`src/rtl/sap_pkg.sv`:
```
// Shared SAP-1.5 definitions: memory geometry and the program-loader state encoding.
package sap_pkg;

  localparam int SAP_ADDR_WIDTH = 4;
  localparam int SAP_DATA_WIDTH = 8;
  localparam int SAP_RAM_DEPTH  = 16;

  typedef enum logic [2:0] {
    IDLE,
    LOAD,
    COMMIT,
    DONE,
    ERROR
  } loader_state_t;

endpackage

```
`src/rtl/prog_loader.sv`:
```
// Streams bytes into consecutive RAM addresses from a base (with wrap-around) while
// holding the CPU in reset; releases the CPU once the final write has been committed.
module prog_loader
  import sap_pkg::*;
#(
  parameter int ADDR_WIDTH     = SAP_ADDR_WIDTH,
  parameter int DATA_WIDTH     = SAP_DATA_WIDTH,
  parameter int TIMEOUT_CYCLES = 255
) (
  input  logic                  clk,
  input  logic                  reset,
  input  logic                  start,
  input  logic [ADDR_WIDTH-1:0] base_addr,
  input  logic [ADDR_WIDTH:0]   length,
  input  logic                  in_valid,
  input  logic [DATA_WIDTH-1:0] in_data,
  output logic                  in_ready,
  output logic                  ram_we,
  output logic [ADDR_WIDTH-1:0] ram_addr,
  output logic [DATA_WIDTH-1:0] ram_wdata,
  output logic                  cpu_reset,
  output logic                  busy,
  output logic                  done,
  output logic                  error
);

  localparam int LEN_W = ADDR_WIDTH + 1;
  localparam int CNT_W = $clog2(TIMEOUT_CYCLES + 1);
  localparam logic [LEN_W-1:0] DEPTH        = LEN_W'(2 ** ADDR_WIDTH);
  localparam logic [CNT_W-1:0] IDLE_LIMIT_M1 = CNT_W'(TIMEOUT_CYCLES - 1);

  loader_state_t         state_q, state_d;
  logic [ADDR_WIDTH-1:0] addr_q, addr_d;
  logic [LEN_W-1:0]      len_q, len_d;
  logic [LEN_W-1:0]      count_q, count_d;
  logic [CNT_W-1:0]      idle_cnt_q, idle_cnt_d;

  logic                  ram_we_q, ram_we_d;
  logic [ADDR_WIDTH-1:0] ram_addr_q, ram_addr_d;
  logic [DATA_WIDTH-1:0] ram_wdata_q, ram_wdata_d;
  logic                  cpu_reset_q, cpu_reset_d;
  logic                  busy_q, busy_d;
  logic                  done_q, done_d;
  logic                  error_q, error_d;

  logic accept;

  assign in_ready = (state_q == LOAD);
  assign accept   = in_valid && in_ready;

  // NOTE: state is updated with non-blocking assignments so every register samples
  // the pre-edge values of the others, independent of statement order.
  always_ff @(posedge clk) begin
    if (reset) begin
      state_q     <= IDLE;
      addr_q      <= '0;
      len_q       <= '0;
      count_q     <= '0;
      idle_cnt_q  <= '0;
      ram_we_q    <= 1'b0;
      ram_addr_q  <= '0;
      ram_wdata_q <= '0;
      cpu_reset_q <= 1'b1;
      busy_q      <= 1'b0;
      done_q      <= 1'b0;
      error_q     <= 1'b0;
    end else begin
      state_q     <= state_d;
      addr_q      <= addr_d;
      len_q       <= len_d;
      count_q     <= count_d;
      idle_cnt_q  <= idle_cnt_d;
      ram_we_q    <= ram_we_d;
      ram_addr_q  <= ram_addr_d;
      ram_wdata_q <= ram_wdata_d;
      cpu_reset_q <= cpu_reset_d;
      busy_q      <= busy_d;
      done_q      <= done_d;
      error_q     <= error_d;
    end
  end

  // NOTE: every variable gets a hold default before the case so no path leaves it
  // unassigned, which would otherwise infer a latch.
  always_comb begin
    state_d    = state_q;
    addr_d     = addr_q;
    len_d      = len_q;
    count_d    = count_q;
    idle_cnt_d = idle_cnt_q;
    unique case (state_q)
      IDLE, DONE, ERROR: begin
        if (start) begin
          if (length == '0) begin
            state_d = DONE;
          end else if (length > DEPTH) begin
            state_d = ERROR;
          end else begin
            len_d      = length;
            addr_d     = base_addr;
            count_d    = '0;
            idle_cnt_d = '0;
            state_d    = LOAD;
          end
        end
      end
      LOAD: begin
        if (accept) begin
          addr_d     = addr_q + ADDR_WIDTH'(1);
          count_d    = count_q + LEN_W'(1);
          idle_cnt_d = '0;
          if (count_d == len_q) state_d = COMMIT;
        end else begin
          idle_cnt_d = idle_cnt_q + CNT_W'(1);
          // The cycle that brings idle_cnt up to the limit is the one that times out.
          if (idle_cnt_q == IDLE_LIMIT_M1) state_d = ERROR;
        end
      end
      COMMIT:  state_d = DONE;
      default: state_d = IDLE;
    endcase
  end

  // Registered outputs are derived from the next state so they line up with it.
  always_comb begin
    ram_we_d    = accept;
    ram_addr_d  = accept ? addr_q : ram_addr_q;
    ram_wdata_d = accept ? in_data : ram_wdata_q;
    cpu_reset_d = (state_d != DONE);
    busy_d      = (state_d == LOAD) || (state_d == COMMIT);
    done_d      = (state_d == DONE);
    error_d     = (state_d == ERROR);
  end

  assign ram_we    = ram_we_q;
  assign ram_addr  = ram_addr_q;
  assign ram_wdata = ram_wdata_q;
  assign cpu_reset = cpu_reset_q;
  assign busy      = busy_q;
  assign done      = done_q;
  assign error     = error_q;

endmodule

```
`config.mk`:
```
export PLATFORM = sky130hd
export DESIGN_NAME = prog_loader
export DESIGN_NICKNAME = d
export VERILOG_FILES = /design/src/rtl/sap_pkg.sv /design/src/rtl/prog_loader.sv
export SDC_FILE = /design/constraint.sdc
export NUM_CORES = 1
export LEC_CHECK = 0
export BUFFER_PORTS_ARGS = -buffer_cell sky130_fd_sc_hd__buf_2
export CORE_MARGIN = 5
export CORE_UTILIZATION = 50
export CTS_CLUSTER_SIZE = 14
export DETAILED_ROUTE_END_ITERATION = 16
export PLACE_DENSITY = 0.84
export SLEW_MARGIN = 40
export SYNTH_ARGS = -nofsm -noshare
export SYNTH_HDL_FRONTEND = slang
export SYNTH_SLANG_ARGS = --single-unit
```
`constraint.sdc`:
```
create_clock -name clk -period 4.25 [get_ports clk]
set_clock_uncertainty 0.2 [all_clocks]
set_input_delay 0.85 -clock clk [delete_from_list [all_inputs] [get_ports clk]]
set_output_delay 0.85 -clock clk [all_outputs]
set_load 0.03 [all_outputs]
```
# Yosys cells after proc, flatten, opt, wreduce, memory -nomap -nowiden
# Cells that the tools add are included.
[classes] add_sub_neg=3 n_reduce_logical=9 magnitude_cmp=1 muxes=22 eq_ne=15 bitwise=2
[op_table] cell="8-bit 2-to-1 mux" n=4
[op_table] cell="5-bit 2-to-1 mux" n=4
[op_table] cell="3-bit 2-to-1 mux" n=6
[op_table] cell="4-bit 2-to-1 mux" n=4
[op_table] cell="8-bit one-hot mux with 2 select lines" n=1
[op_table] cell="3-bit by 2-bit equality test with 1-bit output (second input constant)" n=4
[op_table] cell="5-bit one-hot mux with 2 select lines" n=1
[op_table] cell="3-bit one-hot mux with 3 select lines" n=1
[op_table] cell="8-bit by 1-bit adder with 8-bit output (second input constant)" n=1
[op_table] cell="8-bit equality test (second input constant)" n=1
[op_table] cell="4-bit one-hot mux with 2 select lines" n=1
[op_table] cell="4-bit AND reduction" n=2
[op_table] cell="3-bit by 1-bit equality test with 1-bit output (second input constant)" n=2
[op_table] cell="3-bit equality test (second input constant)" n=2
[op_table] cell="2-bit inequality test (second input constant)" n=3
[op_table] cell="5-bit by 1-bit adder with 5-bit output (second input constant)" n=1
[op_table] cell="5-bit equality test" n=1
[op_table] cell="5-bit > comparator (second input constant)" n=1
[op_table] cell="5-bit logical NOT" n=1
[op_table] cell="5-bit AND reduction" n=1
[op_table] cell="4-bit by 1-bit adder with 4-bit output (second input constant)" n=1
[op_table] cell="3-bit logical NOT" n=1
[op_table] cell="3-bit by 2-bit inequality test with 1-bit output (second input constant)" n=1
[op_table] cell="3-bit OR reduction" n=1
[op_table] cell="5 further kinds" n=6
[totals] elab_cells=64 register_bits=42 input_bits=21

# Depth between registers and ports, before layout
# Gate-level depths: netlist of the first run.
[logic_depth] word_depth=7 mapped_depth=8 ltp_nobuf=7

# Worst setup path before layout of the first run
# No wires, ideal clock.
[synth_timing] path_type="input -> register" start="input length[0]" end="register count_q[1]" arrival_ns=2.850 setup_slack_ns=1.083 path_stages=6 required_ns=3.933 cell_sequence="or4_1 > ha_1 > or4b_4 > a21oi_1 > nor2_1 > a32o_1"
[synth_via] elab_chain_cells=3 elab_cells_between_ends=5
[synth_lines] element="start, declared" line_no="prog_loader.sv:14" source="input logic [ADDR_WIDTH:0] length,"
[synth_lines] element="5-bit > comparator or 5-bit logical NOT (tied branches)" line_no="prog_loader.sv:96, prog_loader.sv:94"
[synth_lines] element="2-bit inequality test (no source line)"
[synth_lines] element="5-bit AND reduction (no source line) (*)"
[synth_lines] element="end signal, assigned" line_no="prog_loader.sv:71" source="count_q <= count_d;"
[synth_lines] element="end, declared" line_no="prog_loader.sv:35" source="logic [LEN_W-1:0] count_q, count_d;"
# Every way passes the cells marked *; elsewhere a longest branch is shown, timed or not.
# A chain may end at the register's enable or synchronous reset.

# Worst setup path after layout of the first run
# Ends and elaborated chain as after synthesis.

==> reports/metrics.yaml, run 1 <==
final_layout:
  final_util: 0.603
  area_growth_pct: 16.8
  layout_common_cells: "dfxtp_1 (42), buf_2 (38), nand2_1 (36), a21oi_1 (25), nor2_1 (14)"
  nets: 304
  drive_above_1_share: 0.181
  antennaDiodeCount: 0
  mostFrequentLayoutCell: "dfxtp_1"
  final_cell_area_um2: 2430
  stdcell_count: 327
yosys:
  synthArstFlopShare: 0
  synth_edf_count: 0
  yosysTopAreaCellShare: 0.404
  ys.flop_type: "dfxtp_1"
  yosys-top-cells-area: "dfxtp_1 (40%), nand2_1 (6.5%), a21oi_1 (6.0%)"
  syn_area_per_cell_um2: 8.56
  ys_seq_elements: 42
  syn_area_um2: 2080
  syn_inst: 243
  synth_cell_type_count: 49
  ys_warn_count: 0
  yosys.area.top_type: "dfxtp_1"
  syn-num-nets: 271
  yosysSeqAreaShare: 0.404
cts:
  ctsResizeCount: 0
  clock-sinks: 42
  clk_pin_slew_ns: 0.08
  clock_path_buffers: 2
  postCtsSetupBuffers: 0
  htreeDepth: 2
  cts_tree: "yes"
  cts_buffers: 5
  clock-root-buffer: "clkbuf_8"
  hold_buffers: 0
  insertion_delay_ns: 0.30
timing:
  rsz0062_at_grt: "no"
  finalCritPeriodShare: 0.763
  final_max_slew_viol_count: 0
  fin_setup_tns_ns: 0
  setup_slack_ns: 1.01
  whs_ns: 0.254
  hold_viol: 0
  max_slew_margin: 0.473
  fmax_mhz: 309
  min_period_ns: 3.24
  max_slew.worst_pin.slew_ns: 0.785
  setup_violations: 0
floorplan:
  num_rows: 23
  start_util: 0.516
  die-area_um2: 5550
  core_um2: 4030
  die_h_um: 74.5
  fp.dieW_um: 74.5
  io_pins: 39
routing:
  detail-route-antenna-nets: 0
  wl_per_cell_um: 14.2
  initialDrtViolationCount: 108
  drt_wl_total_um: 4650
  drc_errors: 0
  vias: 1820
  first_pass_iters: 5
  vias_per_cell: 5.57
status:
  status: "finished clean"
global_route:
  grt_pass1_vias: 1709
  grt_overflow: 0
  grt_antenna_before_repair: 0
  grt_pass1_wl_um: 7830
  use_met2: 0.291
  gr-usage-all-layers: 0.183
  use_met1: 0.237
  use_met3: 0.0541
  grt_max_degree: 35
  grt_busiest_layer: "met2"
placement:
  placed_cell_area_um2: 2290
  post-place-ws_ns: 0.716
  globalplace.congestion: 0.856
  hpwlAfterDp_um: 3320
  place.port_buffers: 38
  dp_cells: 319
worst_setup_path:
  critPathArrivalTime_ns: 3.22
  setup.worst_path.class: "in -> reg"
  rr_worst_depth: 4
  critical_path_peak_fanout: 8
  cp-start-kind: "input pin"
  cp-end-kind: "flip-flop"
  crit_required_ns: 4.23
power_and_ir_drop:
  finalPower_uw: 957
  peakVddDrop_uv: 250
  power_leakage_nw: 1.01
  power.density_nw_per_um2: 394
run:
  maxCapViolCount: 0
worst_hold_path:
  whs_path_depth: 2
  hold_path.class: "reg -> reg"
-- layout make-up --
cell class | instances | area, µm²
Fill cell | 361 | 1600
Sequential cell | 42 | 841
Inverter | 6 | 22.5
Tap cell | 50 | 62.6
Multi-Input combinational cell | 183 | 1170
Clock inverter | 2 | 60.1
Timing Repair Buffer | 38 | 190
Clock buffer | 6 | 82.6
-- cell families (layout without fill, tap and decap cells) --
group,Yosys count,count (layout),share of synthesized area
flops,42,42,0.404
simple gates,107,107,0.275
mux,11,11,0.0529
buf+inv,18,52,0.0331
fa+ha+maj,7,7,0.0421
compound gates,49,49,0.148
xor+xnor,9,9,0.0445
-- where the power goes --
part | total (mW) | switching [mW] | internal [mW]
combinational | 0.141 | 0.0859 | 0.0554
sequential | 0.430 | 0.0180 | 0.412
clock | 0.385 | 0.135 | 0.251
total | 0.957 | 0.239 | 0.718
-- path summary, 6_finish.rpt --
check	startpoint	endpoint	slack [ns]
hold / removal	ram_wdata[5]	ram_wdata[5]	0.25
setup / recovery	length[0]	count_q[1]	1.01
setup reg to reg	state_q[1]	count_q[1]	1.99
hold reg to reg	ram_wdata[5]	ram_wdata[5]	0.25
-- cells in the mapped netlist (all sizes together), types with 3 or more instances --
cell type and instances:
and3 3, mux2i 11, inv 6, a21oi 26, a21o 5, nor3 5, dfxtp 42, nor3b 4
clkbuf 10, or4 7, nor2 14, a31oi 4, xnor2 6, nand4 6, nand3 12, nand2 36
ha 7
-- layer usage --
metal | share of wire | wire [µm] | up-vias
met2 | 0.48 | 2240 | 42
met3 | 0.046 | 215 | 8
li1 | - | - | 947
met1 | 0.46 | 2120 | 823
met5 | 0 | 0 | -
met4 | 0.016 | 75 | 0
-- state kept, by name (all words and copies together) (netlist names) --
name / count
error: 1
ram_wdata: 8
count_q: 5
ram_we: 1
cpu_reset: 1
idle_cnt_q: 8
len_q: 5
state_q: 3
done: 1
busy: 1
addr_q: 4
ram_addr: 4
-- critical path, cell delays in order --
cell and delay, ns:
buf_2 0.10, or4_1 0.57, ha_1 0.24, or4b_4 0.54, a21oi_1 0.44, nor2_1 0.15, a32o_1 0.31
Note: power is estimated with default switching activity, not from simulation.
==> inputs of run 2 (changes only) <==
Settings changed: CORE_UTILIZATION 50 to 49, PLACE_DENSITY 0.84 to 0.86.
Clock period 4.25 ns to 2.9 ns, I/O delays scaled along.
==> reports/metrics.yaml, run 2 (synthesis results as in run 1) <==
status:
  status: "finished clean"
routing:
  wl_per_cell_um: 14.4  # +1.1%
  detail-route-antenna-nets: 0  # unchanged
  initialDrtViolationCount: 125  # +16%
  drc_errors: 0  # unchanged
  first_pass_iters: 4  # -1
  drt_wl_total_um: 4920  # +5.8%
  vias_per_cell: 5.54  # -0.55%
  vias: 1893  # +4.0%
power_and_ir_drop:
  finalPower_mw: 1.24  # +30%
  peakVddDrop_uv: 317  # +27%
  power.switching_uw: 372  # +56%
  clkPwrFrac: 0.305  # -0.098
  sequentialPowerShare: 0.508  # +0.058
  sw_frac_of_total: 0.299  # +0.0494
  internal_power_uw: 871  # +21%
  power_leakage_nw: 1.05  # +4.4%
  power_frac_comb: 0.187  # +0.039
  power.density_nw_per_um2: 499  # +27%
final_layout:
  drive_above_1_share: 0.223  # +0.0421
  nets: 319  # +4.9%
  layout_common_cells: "dfxtp_1 (42), buf_2 (38), nand2_1 (36), a21oi_1 (25), buf_4 (15)"
  stdcell_count: 342  # +4.6%
  final_cell_area_um2: 2490  # +2.5%
  area_growth_pct: 19.7
  antennaDiodeCount: 0  # unchanged
  mostFrequentLayoutCell: "dfxtp_1"
cts:
  hold_buffers: 0  # unchanged
  htreeDepth: 2  # unchanged
  cts_tree: "yes"
  clock-sinks: 42  # unchanged
  cts_buffers: 5  # unchanged
  insertion_delay_ns: 0.29  # about the same
  clock-root-buffer: "clkbuf_8"
  clock_path_buffers: 2  # unchanged
  clk_pin_slew_ns: 0.08  # about the same
  postCtsSetupBuffers: 0  # unchanged
  ctsResizeCount: 0  # unchanged
timing:
  max_slew.worst_pin.slew_ns: 0.498  # -0.286 ns
  max_slew_margin: 0.665  # +0.192
  fin_setup_tns_ns: 0  # unchanged
  finalCritPeriodShare: 0.952
  rsz0062_at_grt: "no"
  fmax_mhz: 362
  min_period_ns: 2.76
  hold_viol: 0  # unchanged
  setup_violations: 0  # unchanged
  final_max_slew_viol_count: 0  # unchanged
placement:
  globalplace.congestion: 0.788  # -8.0%
  place.port_buffers: 38  # unchanged
  hpwlAfterDp_um: 3580  # +7.8%
  placed_cell_area_um2: 2400  # +4.9%
  dp_cells: 334  # +4.7%
global_route:
  grt_pass1_wl_um: 8190  # +4.6%
  grt_antenna_before_repair: 0  # unchanged
  grt_pass1_vias: 1807  # +5.7%
  gr-usage-all-layers: 0.186  # +0.00322
  grt_overflow: 0  # unchanged
  grt_max_degree: 34  # -2.9%
worst_setup_path:
  critical_path_peak_fanout: 4  # -4
  critPathArrivalTime_ns: 2.79  # -0.43 ns
  cp-end-kind: "flip-flop"
  setup.worst_path.class: "in -> reg"
  cp-start-kind: "input pin"
  crit_required_ns: 2.92  # -1.31 ns
  r2r_setup_slack_ns: 0.79  # -1.20 ns
floorplan:
  start_util: 0.513  # -0.00366
  die_h_um: 75.2  # +0.88%
  fp.dieW_um: 75.2  # +0.88%
  io_pins: 39  # unchanged
  num_rows: 23  # unchanged
  core_um2: 4060  # +0.71%
  die-area_um2: 5650  # +1.8%
run:
  maxCapViolCount: 0  # unchanged
worst_hold_path:
  hold_path.class: "reg -> reg"
==> run 2: changes by cell type in the layout (fill, tap and decap cells not counted) <==
cell,previous run,this run
clkinv_4,0,1
clkbuf_8,6,5
bufinv_16,2,0
clkinvlp_4,0,1
clkinv_2,0,1
buf_4,0,15
==> run 2: power groups by stage <==
stage               Sequential [mW]  Combinational, mW  Clock, mW
floorplan                     0.654              0.139          0
global placement              0.642              0.223          0
detailed placement            0.644              0.229          0
CTS                           0.630              0.231      0.390
global route                  0.636              0.254      0.420
finish                        0.631              0.232      0.379
==> run 2: worst paths after layout <==
| kind | start | end | cells past startpoint |
|---|---|---|---|
| min | ram_wdata[7] | ram_wdata[7] | 2 |
| max | length[0] | addr_q[0] | 7 |
| max reg2reg | state_q[0] | error | 4 |
| min reg2reg | ram_wdata[7] | ram_wdata[7] | 2 |
==> run 2: routing by layer <==
layer  vias to the layer above  part of all wire  GRT usage
li1                        971                 -          -
met4                         0             0.015     0.0718
met3                         7             0.051     0.0427
met1                       865              0.42      0.238
met5                         -                 0          0
met2                        50              0.51      0.305
==> run 2: final cells by class <==
class / instances / area [µm²]
inverter: 6 / 22.5
tap: 50 / 62.6
clock inverter: 3 / 21.3
clock buffer: 5 / 68.8
timing repair buffer: 53 / 303
fill: 346 / 1570
multi-input combinational: 183 / 1170
sequential: 42 / 841
==> run 2: critical path, stage by stage <==
cell,delay (ns)
buf_2,0.10
or4_1,0.57
ha_1,0.23
or4b_4,0.55
a21o_1,0.20
or4_1,0.39
a31oi_1,0.16
==> run 2: metrics by stage <==
stage	util	hold slack [ns]	worst slack (ns)
2_1_floorplan	-	0.246	0.00304
3_3_place_gp	0.591	0.239	-0.121
3_5_place_dp	0.591	0.244	-0.168
4_1_cts	0.614	0.256	0.141
5_1_grt	0.614	0.275	0.0347
6_report	0.614	0.253	0.139
